==> config.mk <==
export PLATFORM = sky130hd
export DESIGN_NAME = text_screen_buffer
export DESIGN_NICKNAME = d
export VERILOG_FILES = /design/src/rtl/text_screen_buffer.sv
export SDC_FILE = /design/constraint.sdc
export NUM_CORES = 1
export LEC_CHECK = 0
export ABC_CLOCK_PERIOD_IN_PS = 6860
export BUFFER_PORTS_ARGS = -buffer_cell sky130_fd_sc_hd__buf_2
export CORE_AREA = 2 2 205 207
export DETAILED_ROUTE_END_ITERATION = 16
export DIE_AREA = 0 0 207 209
export PLACE_DENSITY = 0.79
export SYNTH_ARGS = -nofsm -noshare
export SYNTH_HDL_FRONTEND = slang
export SYNTH_SLANG_ARGS = --single-unit
==> constraint.sdc <==
create_clock -name clk_i -period 6.86 [get_ports clk_i]
set_input_delay 1.029 -clock clk_i [delete_from_list [all_inputs] [get_ports clk_i]]
set_output_delay 1.029 -clock clk_i [all_outputs]
set_load 0.01 [all_outputs]
==> src/rtl/text_screen_buffer.sv <==
// Character cell buffer shared by a CPU and a text engine. It accepts raw indexed writes and
// cursor-based commands, and sweeps memory one cell per clock for clear and scroll.
module text_screen_buffer #(
    parameter int unsigned          COLS      = 16,
    parameter int unsigned          ROWS      = 4,
    parameter int unsigned          CHAR_W    = 8,
    parameter logic [CHAR_W-1:0]    FILL_CHAR = CHAR_W'(8'h20),
    localparam int unsigned         DEPTH     = COLS * ROWS,
    localparam int unsigned         AW        = $clog2(DEPTH)
) (
    input  logic              clk_i,
    input  logic              rst_i,
    input  logic              wr_en_i,
    input  logic [AW-1:0]     wr_addr_i,
    input  logic [CHAR_W-1:0] wr_data_i,
    output logic              wr_ready_o,
    input  logic              cmd_valid_i,
    input  logic [1:0]        cmd_op_i,
    input  logic [CHAR_W-1:0] cmd_data_i,
    output logic              cmd_ready_o,
    input  logic [AW-1:0]     rd_addr_i,
    output logic [CHAR_W-1:0] rd_data_o,
    output logic [AW-1:0]     cursor_o,
    output logic              busy_o,
    output logic              done_o
);

    localparam int unsigned AW1 = AW + 1;

    localparam logic [AW:0] DepthW   = AW1'(DEPTH);
    localparam logic [AW:0] LastW    = AW1'(DEPTH - 1);
    localparam logic [AW:0] LastRowW = AW1'((ROWS - 1) * COLS);
    localparam logic [AW:0] ColsW    = AW1'(COLS);
    localparam logic [AW:0] SrcEndW  = AW1'(DEPTH - COLS);

    localparam logic [CHAR_W-1:0] NlChar = CHAR_W'(8'h0A);

    localparam logic [1:0] OpPutc   = 2'd0;
    localparam logic [1:0] OpClear  = 2'd1;
    localparam logic [1:0] OpScroll = 2'd2;
    localparam logic [1:0] OpSetCur = 2'd3;

    typedef enum logic [1:0] {StIdle, StClear, StScroll} state_e;

    state_e              state_q, state_d;
    logic [AW-1:0]       idx_q, idx_d;
    logic [AW-1:0]       cursor_q, cursor_d;
    logic                done_q, done_d;
    logic [CHAR_W-1:0]   rd_data_q;
    logic [CHAR_W-1:0]   mem_q [DEPTH];

    logic                mem_we;
    logic [AW-1:0]       mem_waddr;
    logic [CHAR_W-1:0]   mem_wdata;

    logic [AW:0]         cur_w;
    logic [AW:0]         idx_w;
    logic [AW:0]         nl_next_w;
    logic [AW:0]         src_w;
    logic [AW:0]         set_w;

    assign cur_w     = {1'b0, cursor_q};
    assign idx_w     = {1'b0, idx_q};
    assign nl_next_w = cur_w - (cur_w % ColsW) + ColsW;
    assign src_w     = idx_w + ColsW;
    assign set_w     = {1'b0, AW'(cmd_data_i)};

    always_comb begin
        state_d   = state_q;
        idx_d     = idx_q;
        cursor_d  = cursor_q;
        done_d    = 1'b0;
        mem_we    = 1'b0;
        mem_waddr = '0;
        mem_wdata = '0;
        unique case (state_q)
            StIdle: begin
                // A command takes priority; a simultaneous raw write is not accepted.
                if (cmd_valid_i) begin
                    unique case (cmd_op_i)
                        OpPutc: begin
                            if (cmd_data_i == NlChar) begin
                                if (cur_w >= LastRowW) begin
                                    state_d  = StScroll;
                                    idx_d    = '0;
                                    cursor_d = AW'(LastRowW);
                                end else begin
                                    cursor_d = AW'(nl_next_w);
                                end
                            end else begin
                                mem_we    = 1'b1;
                                mem_waddr = cursor_q;
                                mem_wdata = cmd_data_i;
                                if (cur_w == LastW) begin
                                    state_d  = StScroll;
                                    idx_d    = '0;
                                    cursor_d = AW'(LastRowW);
                                end else begin
                                    cursor_d = AW'(cur_w + 1'b1);
                                end
                            end
                        end
                        OpClear: begin
                            state_d  = StClear;
                            idx_d    = '0;
                            cursor_d = '0;
                        end
                        OpScroll: begin
                            state_d  = StScroll;
                            idx_d    = '0;
                            cursor_d = AW'(LastRowW);
                        end
                        OpSetCur: begin
                            cursor_d = (set_w > LastW) ? AW'(LastW) : AW'(set_w);
                        end
                        default: ;
                    endcase
                end else if (wr_en_i && ({1'b0, wr_addr_i} < DepthW)) begin
                    mem_we    = 1'b1;
                    mem_waddr = wr_addr_i;
                    mem_wdata = wr_data_i;
                end
            end
            StClear, StScroll: begin
                mem_we    = 1'b1;
                mem_waddr = idx_q;
                // Ascending order means the source row has not been overwritten yet.
                if (state_q == StScroll && idx_w < SrcEndW) begin
                    mem_wdata = mem_q[AW'(src_w)];
                end else begin
                    mem_wdata = FILL_CHAR;
                end
                if (idx_w == LastW) begin
                    state_d = StIdle;
                    done_d  = 1'b1;
                end else begin
                    idx_d = AW'(idx_w + 1'b1);
                end
            end
            default: state_d = StClear;
        endcase
    end

    always_ff @(posedge clk_i or posedge rst_i) begin
        if (rst_i) begin
            state_q   <= StClear;
            idx_q     <= '0;
            cursor_q  <= '0;
            done_q    <= 1'b0;
            rd_data_q <= FILL_CHAR;
        end else begin
            state_q   <= state_d;
            idx_q     <= idx_d;
            cursor_q  <= cursor_d;
            done_q    <= done_d;
            rd_data_q <= ({1'b0, rd_addr_i} < DepthW) ? mem_q[rd_addr_i] : FILL_CHAR;
        end
    end

    // Cell storage is deliberately unreset; the post-reset clear sweep initialises it.
    always_ff @(posedge clk_i) begin
        if (mem_we) begin
            mem_q[mem_waddr] <= mem_wdata;
        end
    end

    assign cmd_ready_o = (state_q == StIdle);
    assign wr_ready_o  = (state_q == StIdle) && !cmd_valid_i;
    assign busy_o      = (state_q != StIdle);
    assign done_o      = done_q;
    assign cursor_o    = cursor_q;
    assign rd_data_o   = rd_data_q;

endmodule
## Yosys cells after proc, flatten, opt, wreduce, memory -nomap -nowiden

Memories as Yosys holds them, arrays and structs flattened. A register that Yosys moved wholly into a read port is not among the register bits.
Index checks and enable logic that the tools add are counted.

| storage, ports and cells | value |
|---|---|
| bits in registers | 15 |
| bits in latches | 0 |
| memory bits (writable) | 512 |
| memory bits (read-only) | 0 |
| input bits | 34 |
| logic and storage cells | 79 |
| memories | 1 |

| operators by class | value |
|---|---|
| add/subtract/negate cells | 5 |
| $mul | 0 |
| div/mod/pow operators | 0 |
| $lt $le $gt $ge | 3 |
| eq/ne operators | 15 |
| shift-type cells | 0 |
| mux-type cells | 39 |
| bitwise operators | 0 |
| reduce and logical (&&, ||, !) cells | 12 |

Memories:

| memory | words | width | rd ports | clocked after Yosys merged registers in | write ports | line | RTL |
|---|---|---|---|---|---|---|---|
| mem_q | 64 | 8 | 2 | 1 | 1 | 50 | `logic [CHAR_W-1:0] mem_q [DEPTH];` |

Operator list:

| kind | number |
|---|---|
| 6-bit two-way mux | 13 |
| 8-bit two-way mux | 5 |
| 6-bit one-hot mux with 2 select lines | 3 |
| 6-bit one-hot mux with 4 select lines | 1 |
| 8-bit one-hot mux with 2 select lines | 1 |
| 6-bit by 1-bit adder with 6-bit output (second input constant) | 2 |
| 6-bit by 5-bit adder with 6-bit output (second input constant) | 2 |
| 6-bit equality test (second input constant) | 2 |
| 2-bit two-way mux | 5 |
| 8-bit by 4-bit equality test with 1-bit output (second input constant) | 1 |
| 1-bit two-way mux | 8 |
| 4-bit inequality test (second input constant) | 2 |
| 2-bit equality test (second input constant) | 3 |
| 6-bit greater-or-equal comparator (second input constant) | 1 |
| 6-bit > comparator (second input constant) | 1 |
| 6-bit < comparator (second input constant) | 1 |
| 2-bit inequality test (second input constant) | 3 |
| 2-bit one-hot mux with 3 select lines | 1 |
| 6-bit AND reduction | 1 |
| 6-bit by 4-bit subtractor with 6-bit output | 1 |
| 5-bit AND reduction | 1 |
| 2-bit by 1-bit equality test with 1-bit output (second input constant) | 2 |
| 2-bit logical NOT | 2 |
| 4-bit by 1-bit inequality test with 1-bit output (second input constant) | 1 |
| other kinds (8) | 11 |

## Logic depth before layout (Yosys ltp)

Gate-level depths: netlist of the first run.

| logic depth | value |
|---|---|
| depth after elaboration | 7 |
| gate-level depth with buffers | 9 |
| gate-level depth less buffers | 8 |

## Worst setup path after synthesis of the first run

Ideal clock, no wire load.

| timing path | value |
|---|---|
| path kind | input to register |
| start point | in cmd_op_i[0] |
| end point | mem mem_q[0][5] (data pin) |
| setup time | 0.864 ns |
| arrival time | 5.270 ns |
| data required time | 5.996 ns |
| path slack | 0.726 ns |
| stages | 8 |
| buffers on the path | 0 |
| cells stage by stage | inv_1 -> ha_1 -> nand3_1 -> a21oi_1 -> nor3_1 -> o21ai_0 -> nor3_1 -> nor4_1 |

| on the way | value |
|---|---|
| longest elaborated chain between the ends | 4 |

RTL lines:

| what | line | RTL |
|---|---|---|
| start: declaration | 18 | `input logic [1:0] cmd_op_i,` |
| 2-bit logical NOT | 80 | `unique case (cmd_op_i)` |
| 8-bit two-way mux | 80 |  |
| 8-bit two-way mux | 79 | `if (cmd_valid_i) begin` |
| 8-bit one-hot mux with 2 select lines | 76 | `unique case (state_q)` |
| named net mem_wdata[5] | 54 | `logic [CHAR_W-1:0] mem_wdata;` |
| end: declaration | 50 |  |

The timed path passes the listed nets, and every way through them passes these cells.

## Worst setup path after layout of the first run

| timing path | value |
|---|---|
| start point | reg idx_q[0] |
| end point | mem mem_q[59][7] (data pin) |

| on the way | value |
|---|---|
| longest elaborated chain between the ends | 4 |

RTL lines:

| what | line | RTL |
|---|---|---|
| start: declaration | 46 | `logic [AW-1:0] idx_q, idx_d;` |
| start signal: assignment | 153 | `idx_q <= idx_d;` |
| 6-bit by 5-bit adder with 6-bit output or 6-bit < comparator (tied branches) | 65, 128 |  |
| memory read 64 x 8 bit or 1-bit logical AND (tied branches) | -- |  |
| 8-bit two-way mux * | 128 | `if (state_q == StScroll && idx_w < SrcEndW) begin` |
| 8-bit one-hot mux with 2 select lines * | 76 |  |
| named net mem_wdata[7] | 54 |  |

Mark *: on every way through the listed nets, which the timed path passes. The rest lies on a longest branch.

==> flow_metrics.env, run 1 <==
export IMPL_hold_buffers=0
export IMPL_finalCritPeriodShare=0.641
export IMPL_grt_pass1_vias=15000
export IMPL_slew_headroom=0.107
export IMPL_fin_crit_ps=4400
export IMPL_via_count=15200
export IMPL_power_density_nw_per_um2=369
export IMPL_clk_pin_slew_worst_paths_ps=60
export IMPL_finalSetupViolations=0
export IMPL_synth_edff_count=512
export IMPL_synth_simple_area_share=0.0402
export IMPL_synth_compound_area_share=0.0395
export IMPL_drt_iter0_drc=2462
export IMPL_final_nets=1442
export IMPL_ys_seq_area_frac=0.624
export IMPL_tightest_slew_ps=1330
export IMPL_ctsResizeCount=0
export IMPL_placedCellCount=1881
export IMPL_synth_top_cell_by_area="edfxtp_1"
export IMPL_whs_ps=550
export IMPL_clock_skew_final_ps=28.5
export IMPL_yosysWarnings=0
export IMPL_fillers=2595
export IMPL_crit_type="flop to flop"
export IMPL_ir_drop_uv=254
export IMPL_stdcell_count=1980
export IMPL_fp_dieH_um=209
export IMPL_vias_per_cell=7.67
export IMPL_synth_xor_area_frac=0
export IMPL_cts_tree="yes"
export IMPL_synth_area_per_cell_um2=18.7
export IMPL_finalMaxSlewViolations=0
export IMPL_cts_sinks=535
export IMPL_portBuffers=51
export IMPL_required_ps=6880
export IMPL_gp_congestion=0.934
export IMPL_clock_root_buffer="clkbuf_16"
export IMPL_antenna_found_initial=3
export IMPL_synth_top_family_by_area="multiplexers"
export IMPL_rsz0062_at_grt="false"
export IMPL_rows=75
export IMPL_outcome="completed"
export IMPL_min_path_type="flop to flop"
export IMPL_clockBufferDepth=3
export IMPL_ys_flop_type="edfxtp_1"
export IMPL_p_leak_uw=0.00899
export IMPL_drt_wl_total_mm=70.2
export IMPL_synth_seq_cells=535
export IMPL_synth_top_cells_by_count="512 x edfxtp_1, 293 x mux4_2, 98 x nor2_1, 59 x nand2_1, 42 x clkbuf_1"
export IMPL_maxCapViolations=0
export IMPL_dieArea_um2=43300
export IMPL_netlist_area_um2=25600
export IMPL_initial_utilization=0.619
export IMPL_netlist_instances=1365
export IMPL_drive_gt1_frac=0.332
export IMPL_fin_setup_tns_ps=0
export IMPL_synth_most_common_cell="edfxtp_1"
export IMPL_synth_adder_area_share=0.00539
export IMPL_diodes=0
export IMPL_fmax_ghz=0.227
export IMPL_synth_area_leaders="edfxtp_1 60%, mux4_2 26%, dfrtp_1 2.1%"
export IMPL_hpwl_mm=45.0
export IMPL_gr_total_overflow=0
export IMPL_post_cts_setup_buffers=0
export IMPL_drc_errors=0
export IMPL_io_pins=52
export IMPL_path_max_fanout=64
export IMPL_cp_start_kind="flop"
export IMPL_synth_cell_types=56
export IMPL_core_region_area_um2=41300
export IMPL_syn_nets=1410
export IMPL_grt_usage=0.329
export IMPL_hold_viol_final=0
export IMPL_grt_pass1_wl_mm=102
export IMPL_cts_made_buffers=53
export IMPL_drtAntennaViolNets=0
export IMPL_first_pass_iters=7
export IMPL_cts_max_level=2
export IMPL_routedWlPerCell_um=35.4
export IMPL_worstSetupEndpointType="flop"
export IMPL_grt_max_degree=79
export IMPL_synth_top_area_share=0.602
export IMPL_worstPathArrival_ps=4420
export IMPL_synth_async_sr_flop_share=0.0430
export IMPL_dieWidth_um=207
export IMPL_synthMuxAreaShare=0.272
export IMPL_area_growth_pct=10.4
export IMPL_clock_latency_ps=610
-- cells by family after synthesis --
group	count (synthesis)
compound gates	154
fa+ha+maj	11
simple gates	227
buf+inv	111
flops	535
mux	327
-- sequential cells by signal, indices dropped and copies added, names as in the netlist --
| register | flops |
|---|---|
| cursor_o | 6 |
| done_o | 1 |
| idx_q | 6 |
| mem_q | 512 |
| rd_data_o | 8 |
| state_q | 2 |
-- metrics by stage --
stage / worst slack, ps / utilization / area (µm²) / total power [µW]
floorplan: 726 / - / 25600 / 6250
global placement: 2190 / 0.638 / 26300 / 7240
detailed placement: 2340 / 0.638 / 26300 / 7300
CTS: 2490 / 0.683 / 28200 / 10300
global route: 2230 / 0.683 / 28200 / 10700
finish: 2460 / 0.683 / 28200 / 10400
-- routing by layer --
layer,GRT usage,up-vias,part of all wire
met4,0.137,6,0.047
met2,0.503,1184,0.47
met1,0.466,7911,0.36
li1,-,5887,-
met3,0.0809,190,0.12
met5,0,-,0.00058
-- path summary, 6_finish.rpt --
kind	from	end	slack (ps)	cells past startpoint
min in group asynchronous	rst_i	state_q[1]$_DFFE_PP0P_	710	2
max in group asynchronous	rst_i	idx_q[0]$_DFFE_PP0P_	5330	2
worst min-delay path	state_q[0]$_DFFE_PP1P_	state_q[0]$_DFFE_PP1P_	550	2
worst max register to register	idx_q[0]$_DFFE_PP0P_	mem_q[59][7]$_DFFE_PP_	2460	7
worst min register to register	state_q[0]$_DFFE_PP1P_	state_q[0]$_DFFE_PP1P_	550	2
worst max-delay path	idx_q[0]$_DFFE_PP0P_	mem_q[59][7]$_DFFE_PP_	2460	7
-- final cells by class --
cell class / count / area (µm²) / share of cell area
flip-flops and latches: 535 / 16000 / 0.566
multi-input cells: 719 / 9190 / 0.326
clock buffers: 62 / 1400 / 0.0497
well taps: 539 / 674 / 0.0239
repair buffers: 72 / 465 / 0.0165
clock inverters: 37 / 450 / 0.0160
inverters: 16 / 60.1 / 0.00213
-- critical path: stages (launching register included) --
cell     delay [ps]
dfrtp_4        1000
buf_4           550
mux4_2          620
or3_1           340
o31ai_1          90
a32oi_1         110
a31oi_1         270
nand2_2         780
-- layout by cell type (no fill, tap or decap), drive strengths merged, types with 5 or more instances in the layout --
cell type / instances
a211oi: 15
a21oi: 23
a221oi: 7
a22oi: 10
a31oi: 5
a32oi: 5
and2: 7
buf: 71
bufinv: 10
clkbuf: 63
clkinv: 20
clkinvlp: 5
dfrtp: 21
edfxtp: 512
ha: 11
inv: 18
mux2: 11
mux2i: 23
mux4: 293
nand2: 59
nand2b: 5
nand3: 18
nor2: 98
nor2b: 6
nor3: 11
o21ai: 40
o22ai: 19
o31ai: 5
-- report_power, final --
part	internal (µW)	total (µW)	switching (µW)	leakage [µW]
logic	1060	2950	1890	0.00310
registers	4180	4370	190	0.00499
clock network	1840	3080	1240	0.000899
(Power assumes the default switching activity.)
==> run 2, diff against run 1 <==
==> config.mk (replaced) <==
export PLATFORM = sky130hd
export DESIGN_NAME = text_screen_buffer
export DESIGN_NICKNAME = d
export VERILOG_FILES = /design/src/rtl/text_screen_buffer.sv
export SDC_FILE = /design/constraint.sdc
export NUM_CORES = 1
export LEC_CHECK = 0
export ABC_CLOCK_PERIOD_IN_PS = 3900
export BUFFER_PORTS_ARGS = -buffer_cell sky130_fd_sc_hd__buf_2
export CORE_AREA = 2 2 215 217
export DETAILED_ROUTE_END_ITERATION = 16
export DIE_AREA = 0 0 217 219
export PLACE_DENSITY = 0.76
export SYNTH_ARGS = -nofsm -noshare
export SYNTH_HDL_FRONTEND = slang
export SYNTH_SLANG_ARGS = --single-unit
==> constraint.sdc (replaced) <==
create_clock -name clk_i -period 3.9 [get_ports clk_i]
set_input_delay 0.585 -clock clk_i [delete_from_list [all_inputs] [get_ports clk_i]]
set_output_delay 0.585 -clock clk_i [all_outputs]
set_load 0.01 [all_outputs]
==> run 2 against run 1 <==
Compared with the run above:
- sequential power up 75%
- cell count up 9.0%
- setup slack worse by 2100 ps
- global-route usage down 1.8 points
==> flow_metrics.env, run 2 (synthesized netlist as in run 1, its figures left out) <==
export IMPL_first_pass_iters=5
export IMPL_dieArea_um2=47500
export IMPL_power_density_nw_per_um2=631
export IMPL_cts_max_level=2
export IMPL_worstPathArrival_ps=3800
export IMPL_dieWidth_um=217
export IMPL_fmax_ghz=0.283
export IMPL_finalSetupViolations=0
export IMPL_slew_headroom=0.233
export IMPL_fin_crit_ps=3530
export IMPL_ff2ff_path_depth=8
export IMPL_largest_reg_flops=512
export IMPL_wl_met3_mm=9.00
export IMPL_drt_iter0_drc=2864
export IMPL_final_common_cell="edfxtp_1"
export IMPL_cts_tree="yes"
export IMPL_fin_setup_tns_ps=0
export IMPL_clock_root_buffer="clkbuf_16"
export IMPL_path_buf_inv=3
export IMPL_drt_met1_wl_mm=25.7
export IMPL_grt_max_degree=55
export IMPL_cts_sinks=535
export IMPL_required_ps=4180
export IMPL_finalMaxSlewViolations=0
export IMPL_final_nets=1562
export IMPL_placedCellCount=2062
export IMPL_fp_dieH_um=219
export IMPL_fillers=2964
export IMPL_path_max_fanout=32
export IMPL_core_region_area_um2=45100
export IMPL_cp_cell_sequence="buf_4 -> mux4_2 -> o22ai_1 -> nor2_1 -> o21ai_0 -> buf_4 -> o211ai_1 -> buf_4"
export IMPL_drtAntennaViolNets=0
export IMPL_gp_congestion=0.979
export IMPL_ctsResizeCount=0
export IMPL_crit_path_frequent_cell="buf_4"
export IMPL_antenna_found_initial=2
export IMPL_grt_pass1_vias=15400
export IMPL_seqCellArea_um2=16000
export IMPL_p_leak_uw=0.00959
export IMPL_crit_type="flop to flop"
export IMPL_layout_common_cells="512 x edfxtp_1, 293 x mux4_2, 127 x buf_4"
export IMPL_ir_drop_uv=420
export IMPL_maxCapViolations=0
export IMPL_finalCritPeriodShare=0.904
export IMPL_portBuffers=51
export IMPL_drc_errors=0
export IMPL_gr_total_overflow=0
export IMPL_via_count=15600
export IMPL_vias_per_cell=7.22
export IMPL_cp_depth=8
export IMPL_grt_pass1_wl_mm=105
export IMPL_worstSetupEndpointType="flop"
export IMPL_hold_viol_final=0
export IMPL_drive_gt1_frac=0.381
export IMPL_hpwl_mm=49.2
export IMPL_io_pins=52
export IMPL_cts_made_buffers=53
export IMPL_multi_input_area_um2=9190
export IMPL_post_cts_setup_buffers=0
export IMPL_clockBufferDepth=3
export IMPL_top_layer_used="met5"
export IMPL_cpMaxStageDelayCell="dfrtp_4"
export IMPL_clock_skew_final_ps=26.0
export IMPL_clock_latency_ps=600
export IMPL_rows=78
export IMPL_clk_pin_slew_worst_paths_ps=60
export IMPL_max_flop_register="mem_q"
export IMPL_initial_utilization=0.567
export IMPL_routedWlPerCell_um=33.2
export IMPL_cpPeakStageDelay_ps=780
export IMPL_drt_wl_total_mm=71.7
export IMPL_critPathTopFamily="compound AO/OA/AOI/OAI gates"
export IMPL_tightest_slew_ps=1150
export IMPL_hold_buffers=0
export IMPL_wl_met2_mm=33.8
export IMPL_outcome="completed"
export IMPL_stdcell_count=2159
export IMPL_grt_usage=0.312
export IMPL_rsz0062_at_grt="false"
export IMPL_min_path_type="input port to async pin"
export IMPL_area_growth_pct=14.2
export IMPL_cp_start_kind="flop"
-- run 2: changes by cell type in the layout (fill, tap and decap cells not counted), sizes merged --
cell	change
buf	+120
bufinv	-5
clkbuf	+7
clkinv	-4
clkinvlp	+1
diode	+1
inv	-2
-- run 2: routing by layer --
layer / up-vias / global-route usage
met5: - / 0
met4: 2 / 0.122
met3: 181 / 0.0622
met2: 1253 / 0.486
met1: 8035 / 0.442
li1: 6126 / -
-- run 2: worst paths after layout --
path	from	to	slack, ps
min reg2reg	state_q[0]$_DFFE_PP1P_	state_q[0]$_DFFE_PP1P_	590
max	idx_q[0]$_DFFE_PP0P_	mem_q[50][2]$_DFFE_PP_	370
max in group asynchronous	rst_i	idx_q[0]$_DFFE_PP0P_	2800
max reg2reg	idx_q[0]$_DFFE_PP0P_	mem_q[50][2]$_DFFE_PP_	370
min in group clk_i	cmd_data_i[1]	cursor_o[1]$_DFFE_PP0P_	330
min	rst_i	done_o$_DFF_PP0_	270
-- run 2: area by class of cell --
cell class | count | area share
Antenna cell | 1 | 0.0000857
Clock buffer | 69 | 0.0496
Clock inverter | 27 | 0.00926
Inverter | 16 | 0.00206
Multi-Input combinational cell | 719 | 0.315
Sequential cell | 535 | 0.547
Tap cell | 600 | 0.0257
Timing Repair Buffer | 192 | 0.0515
-- run 2: worst register-to-register path, stage by stage (launching register included) --
cell and delay, ps:
dfrtp_4 780, buf_4 340, mux4_2 550, o22ai_1 380
nor2_1 90, o21ai_0 410, buf_4 210, o211ai_1 120
buf_4 290
-- run 2: where the power goes --
| group | internal [µW] | switching [µW] | total (µW) |
|---|---|---|---|
| clock | 2940 | 2130 | 5070 |
| combinational | 2180 | 3530 | 5710 |
| sequential | 7330 | 297 | 7630 |
| total | 12400 | 5960 | 18400 |
-- run 2: through the flow --
step	hold slack [ps]	cell area (µm²)	total power (µW)	util	setup slack, ps
finish	272	29200	18400	0.647	373
global route	336	29200	18900	0.647	330
CTS	272	29200	18300	0.647	481
detailed placement	570	27500	13300	0.609	403
global placement	527	27500	13200	0.609	474
floorplan	504	25600	11000	-	-769
